==> src/rtl/imm_gen_pkg.sv <==
`default_nettype none
// ============================================================================
// Module   : imm_gen_pkg
// Purpose  : Shared types and constants for the pipelined immediate generator.
//            Holds the format codes, RV32I/RV64I opcode constants and the
//            skid-buffer state encoding.
// Ports    : none (package)
// Revision : 1.0 - initial release
// ============================================================================
package imm_gen_pkg;

  // Format codes as presented on fmt_o
  typedef enum logic [2:0] {
    FMT_NONE = 3'd0,
    FMT_I    = 3'd1,
    FMT_S    = 3'd2,
    FMT_B    = 3'd3,
    FMT_U    = 3'd4,
    FMT_J    = 3'd5,
    FMT_Z    = 3'd6
  } fmt_e;

  // Major opcodes (instr[6:0])
  localparam logic [6:0] OPC_LOAD    = 7'b0000011;
  localparam logic [6:0] OPC_OPIMM   = 7'b0010011;
  localparam logic [6:0] OPC_OPIMM32 = 7'b0011011;
  localparam logic [6:0] OPC_JALR    = 7'b1100111;
  localparam logic [6:0] OPC_STORE   = 7'b0100011;
  localparam logic [6:0] OPC_BRANCH  = 7'b1100011;
  localparam logic [6:0] OPC_LUI     = 7'b0110111;
  localparam logic [6:0] OPC_AUIPC   = 7'b0010111;
  localparam logic [6:0] OPC_JAL     = 7'b1101111;
  localparam logic [6:0] OPC_SYSTEM  = 7'b1110011;

  // Output skid buffer occupancy
  typedef enum logic [1:0] {
    ST_EMPTY = 2'd0,
    ST_ONE   = 2'd1,
    ST_FULL  = 2'd2
  } skid_state_e;

endpackage
`default_nettype wire

==> src/rtl/imm_gen_pipe_decode.sv <==
`default_nettype none
// ============================================================================
// Module   : imm_decode
// Purpose  : Purely combinational format classification and immediate
//            extraction for one RV32I/RV64I instruction word.
// Ports    : instr - raw 32-bit instruction
//            fmt   - format code (NONE/I/S/B/U/J/Z)
//            imm   - XLEN-wide sign-extended immediate (0 for NONE)
// Macro    : IMM_GEN_PIPE_CSR_EN - enables the Z (CSR uimm) format
// Revision : 1.0 - initial release
// ============================================================================
module imm_decode
  import imm_gen_pkg::*;
#(
  parameter int XLEN = 32
) (
  input  logic [31:0]     instr,
  output fmt_e            fmt,
  output logic [XLEN-1:0] imm
);

  if (XLEN != 32 && XLEN != 64) begin : g_bad_xlen
    $error("imm_decode: XLEN must be 32 or 64");
  end

  logic [6:0]  opcode;
  logic [31:0] imm32;
  fmt_e        fmt_sel;

  assign opcode = instr[6:0];

  // Every immediate is first built as a 32-bit value whose bit 31 carries the
  // correct sign (zero for Z), so a single sign extension serves all formats.
  always_comb begin
    fmt_sel = FMT_NONE;
    imm32   = '0;
    case (opcode)
      OPC_LOAD, OPC_OPIMM, OPC_JALR: begin
        fmt_sel = FMT_I;
        imm32   = {{20{instr[31]}}, instr[31:20]};
      end
      OPC_OPIMM32: begin
        // Word-sized ALU ops only exist on RV64
        if (XLEN == 64) begin
          fmt_sel = FMT_I;
          imm32   = {{20{instr[31]}}, instr[31:20]};
        end
      end
      OPC_STORE: begin
        fmt_sel = FMT_S;
        imm32   = {{20{instr[31]}}, instr[31:25], instr[11:7]};
      end
      OPC_BRANCH: begin
        fmt_sel = FMT_B;
        imm32   = {{19{instr[31]}}, instr[31], instr[7], instr[30:25], instr[11:8], 1'b0};
      end
      OPC_LUI, OPC_AUIPC: begin
        fmt_sel = FMT_U;
        imm32   = {instr[31:12], 12'b0};
      end
      OPC_JAL: begin
        fmt_sel = FMT_J;
        imm32   = {{11{instr[31]}}, instr[31], instr[19:12], instr[20], instr[30:21], 1'b0};
      end
      OPC_SYSTEM: begin
`ifdef IMM_GEN_PIPE_CSR_EN
        // Only the immediate CSR forms (funct3[2]=1) carry a uimm in rs1
        if (instr[14]) begin
          fmt_sel = FMT_Z;
          imm32   = {27'b0, instr[19:15]};
        end
`else
        fmt_sel = FMT_NONE;
`endif
      end
      default: begin
        fmt_sel = FMT_NONE;
        imm32   = '0;
      end
    endcase
  end

  assign fmt = fmt_sel;
  assign imm = XLEN'($signed(imm32));

endmodule
`default_nettype wire

==> src/rtl/imm_gen_pipe.sv <==
`default_nettype none
// ============================================================================
// Module   : imm_gen_pipe
// Purpose  : Pipelined immediate generator. Decodes RV32I/RV64I instruction
//            words accepted over valid/ready and presents the registered
//            result through a 2-entry skid buffer so in_ready_o never depends
//            combinationally on out_ready_i.
// Ports    : clk, rst_n (sync, active-low)
//            in_valid_i / in_ready_o / instr_i / tag_i   - input handshake
//            out_valid_o / out_ready_i / imm_o / fmt_o / tag_o - output side
// Macro    : IMM_GEN_PIPE_CSR_EN - enables the Z (CSR uimm) format
// Revision : 1.0 - initial release
// ============================================================================
module imm_gen_pipe
  import imm_gen_pkg::*;
#(
  parameter int XLEN  = 32,
  parameter int TAG_W = 4
) (
  input  logic             clk,
  input  logic             rst_n,
  input  logic             in_valid_i,
  output logic             in_ready_o,
  input  logic [31:0]      instr_i,
  input  logic [TAG_W-1:0] tag_i,
  output logic             out_valid_o,
  input  logic             out_ready_i,
  output logic [XLEN-1:0]  imm_o,
  output logic [2:0]       fmt_o,
  output logic [TAG_W-1:0] tag_o
);

  fmt_e             dec_fmt;
  logic [XLEN-1:0]  dec_imm;

  imm_decode #(.XLEN(XLEN)) u_decode (
    .instr (instr_i),
    .fmt   (dec_fmt),
    .imm   (dec_imm)
  );

  skid_state_e      state, state_next;
  logic             take_in, take_out;
  logic             load_head_in, load_head_skid, load_skid;

  // Head entry drives the outputs; skid entry holds the younger word
  logic [XLEN-1:0]  head_imm, skid_imm;
  fmt_e             head_fmt, skid_fmt;
  logic [TAG_W-1:0] head_tag, skid_tag;

  // Both flags decode straight from the state register
  assign in_ready_o  = (state != ST_FULL);
  assign out_valid_o = (state != ST_EMPTY);

  assign take_in  = in_valid_i & in_ready_o;
  assign take_out = out_valid_o & out_ready_i;

  always_comb begin
    state_next     = state;
    load_head_in   = 1'b0;
    load_head_skid = 1'b0;
    load_skid      = 1'b0;
    case (state)
      ST_EMPTY: begin
        if (take_in) begin
          state_next   = ST_ONE;
          load_head_in = 1'b1;
        end
      end
      ST_ONE: begin
        if (take_in && !take_out) begin
          state_next = ST_FULL;
          load_skid  = 1'b1;
        end else if (!take_in && take_out) begin
          state_next = ST_EMPTY;
        end else if (take_in && take_out) begin
          load_head_in = 1'b1;
        end
      end
      ST_FULL: begin
        if (take_out) begin
          state_next     = ST_ONE;
          load_head_skid = 1'b1;
        end
      end
      default: state_next = ST_EMPTY;
    endcase
  end

  always_ff @(posedge clk) begin
    if (!rst_n) begin
      state    <= ST_EMPTY;
      head_imm <= '0;
      head_fmt <= FMT_NONE;
      head_tag <= '0;
      skid_imm <= '0;
      skid_fmt <= FMT_NONE;
      skid_tag <= '0;
    end else begin
      state <= state_next;
      if (load_head_in) begin
        head_imm <= dec_imm;
        head_fmt <= dec_fmt;
        head_tag <= tag_i;
      end else if (load_head_skid) begin
        head_imm <= skid_imm;
        head_fmt <= skid_fmt;
        head_tag <= skid_tag;
      end
      if (load_skid) begin
        skid_imm <= dec_imm;
        skid_fmt <= dec_fmt;
        skid_tag <= tag_i;
      end
    end
  end

  assign imm_o = head_imm;
  assign fmt_o = head_fmt;
  assign tag_o = head_tag;

endmodule
`default_nettype wire

==> config.mk <==
export PLATFORM = sky130hd
export DESIGN_NAME = imm_gen_pipe
export DESIGN_NICKNAME = d
export VERILOG_FILES = /design/src/rtl/imm_gen_pkg.sv /design/src/rtl/imm_gen_pipe_decode.sv /design/src/rtl/imm_gen_pipe.sv
export SDC_FILE = /design/constraint.sdc
export NUM_CORES = 1
export LEC_CHECK = 0
export BUFFER_PORTS_ARGS = -buffer_cell sky130_fd_sc_hd__buf_2
export CORE_ASPECT_RATIO = 0.7
export CORE_UTILIZATION = 53
export CTS_CLUSTER_DIAMETER = 80
export CTS_CLUSTER_SIZE = 25
export DETAILED_ROUTE_END_ITERATION = 10
export PLACE_DENSITY_LB_ADDON = 0.3
export SLEW_MARGIN = 20
export SYNTH_ARGS = -nofsm -noshare
export SYNTH_HDL_FRONTEND = slang
export SYNTH_SLANG_ARGS = --single-unit
==> constraint.sdc <==
create_clock -name clk -period 2.4 [get_ports clk]
set_clock_uncertainty 0.05 [all_clocks]
set_input_delay 0.36 -clock clk [delete_from_list [all_inputs] [get_ports clk]]
set_output_delay 0.36 -clock clk [all_outputs]
set_load 0.01 [all_outputs]
=== Word-level counts from Yosys, hierarchy flattened ===
Cells that the tools add are included.
W data, S select, Z words.

* Bits of input ports: 40
* Output and inout bits: 41
* Register bits after elaboration: 80
* Logic and storage cells: 56

* Equal/unequal tests: 14
* Multiplexer cells: 22
* Bitwise gates (word level): 2
* Reduce and logical (&&, ||, !) cells: 11

{| class="wikitable"
|+ Operators by type and width
! kind !! count
|-
| $pmux W32 S5 || 1
|-
| $mux W32 || 2
|-
| $eq A7 B7 Y1 const B || 3
|-
| $pmux W3 S5 || 1
|-
| $eq A7 B5 Y1 const B || 2
|-
| $eq A7 B6 Y1 const B || 2
|-
| $mux W1 || 8
|-
| $mux W2 || 4
|-
| $mux W4 || 2
|-
| $eq A7 B2 Y1 const B || 1
|-
| $mux W3 || 2
|-
| $ne A2 B2 Y1 const B || 3
|-
| $pmux W2 S3 || 1
|-
| $reduce_bool A2 Y1 || 2
|-
| $logic_and A1 B1 Y1 || 3
|-
| $ne A3 B3 Y1 const B || 1
|-
| $reduce_and A3 Y1 || 1
|-
| $reduce_or A3 Y1 || 1
|-
| $and A1 B1 Y1 || 2
|-
| $eq A2 B1 Y1 const B || 1
|-
| $eq A2 B2 Y1 const B || 1
|-
| $logic_not A1 Y1 || 2
|-
| $logic_not A2 Y1 || 1
|-
| $pmux W1 S2 || 1
|-
| $reduce_or A2 Y1 || 1
|}

=== Logic depth before layout (Yosys ltp) ===
* Word-level depth: 8
* Depth in mapped cells: 12
* Mapped depth without buffers: 9

=== By module ===
A second synthesis with hierarchy kept.

* Cell total of the unflattened synthesis: 388
* Area, all modules: 3,518.4 µm²

{| class="wikitable"
|+ Modules (own cells, without submodules)
! module !! cells an instance !! area each (µm²) !! instances !! seq. area each (µm²)
|-
| imm_gen_pipe || 318 || 2,974.1 || 1 || 1,601.5
|-
| imm_decode || 70 || 544.3 || 1 || 0.0
|}

=== Least setup slack after synthesis ===
No wires, ideal clock.

* Path kind: register -> register
* From: register state[1]
* To: register head_fmt[1], in the netlist fmt_o[1]
* Path buffers: 3
* Library setup time: 91 ps
* Clock period less this slack: 2,132 ps
* Cell stages (with the launch flop): 12
* Required time: 2,259 ps
* Slack: 268 ps
* Arrival time: 1,991 ps
* Cell sequence: dfxtp_1 -> buf_2 -> or2_2 -> nand2_1 -> inv_1 -> ha_1 -> mux2i_1 -> or2_2 -> buf_2 -> buf_2 -> nor2_1 -> a311oi_1

* Word-level cells in the longest chain between the ends: 8
* Elaborated cells on any way between the ends: 21
* Those cells by class: eq/ne (3); mux (8); bitwise (2); reduce/logical (8)

{| class="wikitable"
|+ Ends and longest elaborated chain
! item !! RTL line !! source
|-
| from (decl) || imm_gen_pipe.sv:42 || <nowiki>skid_state_e state, state_next;</nowiki>
|-
| from (signal assigned) || imm_gen_pipe.sv:100 || <nowiki>state <= state_next;</nowiki>
|-
| $reduce_bool A2 Y1 (*) || imm_gen_pipe.sv:53 || <nowiki>assign out_valid_o = (state != ST_EMPTY);</nowiki>
|-
| net out_valid_o || imm_gen_pipe.sv:26 || <nowiki>output logic out_valid_o,</nowiki>
|-
| $and A1 B1 Y1 (*) || imm_gen_pipe.sv:56 || <nowiki>assign take_out = out_valid_o & out_ready_i;</nowiki>
|-
| $logic_and A1 B1 Y1 || imm_gen_pipe.sv:76 || <nowiki>end else if (take_in && take_out) begin</nowiki>
|-
| $mux W1 || imm_gen_pipe.sv:76 ||
|-
| $mux W1 || imm_gen_pipe.sv:74 || <nowiki>end else if (!take_in && take_out) begin</nowiki>
|-
| $mux W1 || imm_gen_pipe.sv:71 || <nowiki>if (take_in && !take_out) begin</nowiki>
|-
| $pmux W1 S2 || imm_gen_pipe.sv:63 || <nowiki>case (state)</nowiki>
|-
| $mux W3 / $reduce_bool A2 Y1 (equally long branches) || n/a ||
|-
| to (signal assigned) || imm_gen_pipe.sv:103 || <nowiki>head_fmt <= dec_fmt;</nowiki>
|-
| to (signal assigned) || imm_gen_pipe.sv:107 || <nowiki>head_fmt <= skid_fmt;</nowiki>
|-
| to (decl) || imm_gen_pipe.sv:48 || <nowiki>fmt_e head_fmt, skid_fmt;</nowiki>
|}

The timed path passes the listed nets; every way through them passes the cells marked *.
A chain may end at the register's enable or synchronous reset.

=== Final worst setup path ===
* From: register state[1]
* To: register head_imm[11], in the netlist imm_o[11]

* Word-level cells in the longest chain between the ends: 8
* Elaborated cells on any way between the ends: 21
* Those cells by class: eq/ne (3); mux (8); bitwise (2); reduce/logical (8)

{| class="wikitable"
|+ Ends and longest elaborated chain
! item !! RTL line !! source
|-
| $ne A2 B2 Y1 / $reduce_bool A2 Y1 (equally long branches) || imm_gen_pipe.sv:52, imm_gen_pipe.sv:53 ||
|-
| $and A1 B1 Y1, on equally long branches || imm_gen_pipe.sv:55, imm_gen_pipe.sv:56 ||
|-
| $logic_and A1 B1 Y1 / $logic_not A1 Y1 (equally long branches) || imm_gen_pipe.sv:76, imm_gen_pipe.sv:74 ||
|-
| $mux W1 / $logic_and A1 B1 Y1 (equally long branches) || imm_gen_pipe.sv:76, imm_gen_pipe.sv:74 ||
|-
| $mux W1 || imm_gen_pipe.sv:74 ||
|-
| $mux W1 || imm_gen_pipe.sv:71 ||
|-
| $pmux W1 S2 || imm_gen_pipe.sv:63 ||
|-
| $mux W32 / $reduce_bool A2 Y1 (equally long branches) || n/a ||
|-
| to (signal assigned) || imm_gen_pipe.sv:102 || <nowiki>head_imm <= dec_imm;</nowiki>
|-
| to (signal assigned) || imm_gen_pipe.sv:106 || <nowiki>head_imm <= skid_imm;</nowiki>
|-
| to (decl) || imm_gen_pipe.sv:47 || <nowiki>logic [XLEN-1:0] head_imm, skid_imm;</nowiki>
|}

Parallel ways exist; a longest one is shown, timed or not.

==> results.toml <==
[status]
status = "complete, no violations"

[die]
fp-row-count = 24
die_w_um = 98.6
pin_count = 81
core_area_um2 = 6280
die-area_um2 = 6860
initial_core_util = 0.551
die_h_um = 69.6

[worst_setup_path]
cp_max_fo = 15
startpoint_type = "register"
critical_path_class = "register to register"
crit_path_end_kind = "register"
crit_arrival_ns = 2.50
worstPathRequired_ns = 2.60

[power_and_ir_drop]
p_total_w = 0.00290
clkPwrFrac = 0.377
p_switching_w = 0.000721
power.density_nw_per_um2 = 699
internal_power_w = 0.00218
ir_drop_mv = 0.324
swShare = 0.249
seqPwrFrac = 0.495
comb_power_share = 0.128
leakage_nw = 1.68

[clock_network]
cts.path.max_buffers = 2
numCtsBuffers = 9
cts.sinks = 80
cts_setup_buffers = 0
insertion_delay_ns = 0.35
cts_tree = "yes"
cts-root-buf = "clkbuf_8"
cts_htree_levels = 3
clk_pin_slew_ns = 0.08

[yosys]
ys_seq_area_frac = 0.463
synth-edff-count = 0
synth_cell_types = 42
yosys_warnings = 0
syn_inst = 401
syn_nets = 443
synthFlopType = "dfxtp_1"
ys_ff_latch = 80
synth.cell_area_um2 = 3460
syn-mean-instance-area_um2 = 8.63
async_flop_share = 0

[timing]
fin_crit_sh = 0.957
tightest_slew_ns = 0.784
drv_slew = 0
setup_ws_ns = 0.103
setup_tns_ns = 0
slew_headroom = 0.476
hold_viol = 0
finalSetupViolations = 0
finalCriticalPeriod_ns = 2.30
fmax_mhz = 435

[global_routing]
grt_pass1_vias = 2975
track_usage = 0.272
grt_max_degree = 46
grt_overflow = 0
grt_antenna_before_repair = 0
grt_pass1_wl_um = 14700

[run]
maxCapViolCount = 0

[place]
io_buffers = 80
dpl.hpwl_um = 6070
dp_slack_ns = 0.0787
place_congestion = 0.834
dpl.cell_count = 540

[finish]
diodes = 0
final_common_cell = "buf_2"
final_util = 0.661
area_growth_syn_to_layout_pct = 19.9
final_nets = 515
most-common-layout-cells = "buf_2, dfxtp_1, nand2_1"
drive_gt1_frac = 0.247
fin_cells = 555

[drt]
via_count = 3333
ant_nets = 0
wirelength_um = 9070
drtPass1Iterations = 5
viasPerCell = 6.01
wl_per_cell_um = 16.3
drc_errors = 0
drt_iter0_drc = 286

[min_path]
min_path_type = "primary input to register"
==> layer usage <==
layer / up-vias / track usage / share of wire
li1: 1598 / - / -
met1: 1576 / 0.389 / 0.48
met2: 148 / 0.389 / 0.43
met3: 11 / 0.0746 / 0.077
met4: 0 / 0.104 / 0.014
met5: - / 0 / 0
==> sequential cells by signal, indices dropped and copies added (netlist names) <==
register and flops:
tag_o 4, skid_imm 32, skid_tag 4, fmt_o 3, imm_o 32, skid_fmt 3
state 2
==> synthesized netlist by cell type, types with 2 or more instances <==
library cell   n  area [um^2]
nor2_1        32          120
nor2b_1        2         12.5
a311oi_1       6         52.6
a221oi_1      17          149
or2_2          3         18.8
nand2_1       73          274
o211ai_1       8         60.1
a31oi_1        6         37.5
clkbuf_1      18         67.6
ha_1           2         25.0
a211oi_1       4         30.0
buf_2         11         55.1
o21ai_0       22          110
buf_6          2         22.5
dfxtp_1       80         1600
nand4_1        2         12.5
nand3_1       11         55.1
o221ai_1       8         70.1
a21oi_1       38          190
inv_1          3         11.3
nor3_1         2         10.0
mux2i_1       22          220
a22oi_1       10         75.1
==> worst max-delay path, stage by stage, from the launching register on <==
cell and delay [ns]:
dfxtp_2 0.38, or2_2 0.33, nand2_1 0.10, inv_1 0.05, ha_1 0.16, mux2i_1 0.28, or2_4 0.33, buf_12 0.17
nor2_1 0.05, a221oi_1 0.29
==> power by group through the flow <==
stage | clock network [W] | logic (W) | registers (W)
final | 0.00109 | 0.000373 | 0.00144
after global routing | 0.00118 | 0.000403 | 0.00144
after CTS | 0.00111 | 0.000365 | 0.00143
after detailed placement | 0 | 0.000363 | 0.00146
after global placement | 0 | 0.000354 | 0.00146
after floorplan | 0 | 0.000197 | 0.00148
==> stage by stage <==
step	instance area [um^2]	hold WS, ns
global route	4150	0.200
detailed placement	3920	0.398
finish	4150	0.211
global placement	3920	0.393
floorplan	3460	0.387
CTS	4140	0.200
==> cell families (layout without fill, tap and decap cells) <==
group / count (synthesis) / after routing / synth area share
DFF: 80 / 80 / 0.463
and+or+nand+nor: 136 / 136 / 0.176
AOI/OAI and AO/OA: 126 / 126 / 0.244
muxes: 22 / 22 / 0.0636
adders and majority gates: 2 / 2 / 0.00723
buffers and inverters: 35 / 111 / 0.0463
==> final timing paths <==
| check | from | end | slack, ns | depth (start not counted) |
|---|---|---|---|---|
| max reg2reg | state[1] | imm_o[11] | 0.10 | 9 |
| min | tag_i[3] | skid_tag[3] | 0.21 | 3 |
| min reg2reg | skid_tag[2] | skid_tag[2] | 0.41 | 2 |
| max | state[1] | imm_o[11] | 0.10 | 9 |
==> area by class of cell <==
type                    instances  area (um^2)
clock buffers                  12          155
clock inverters                 3         65.1
fillers                       535         2130
inverters                       4         15.0
multi-input cells             286         1710
flip-flops and latches         80         1600
well taps                      78         97.6
repair buffers                 92          503
==> repair_timing <==
action                     CTS  global route
setup endpoints to repair    0            26
gates resized for setup      0             3
hold buffers                 0             0
(Power assumes the default switching activity.)
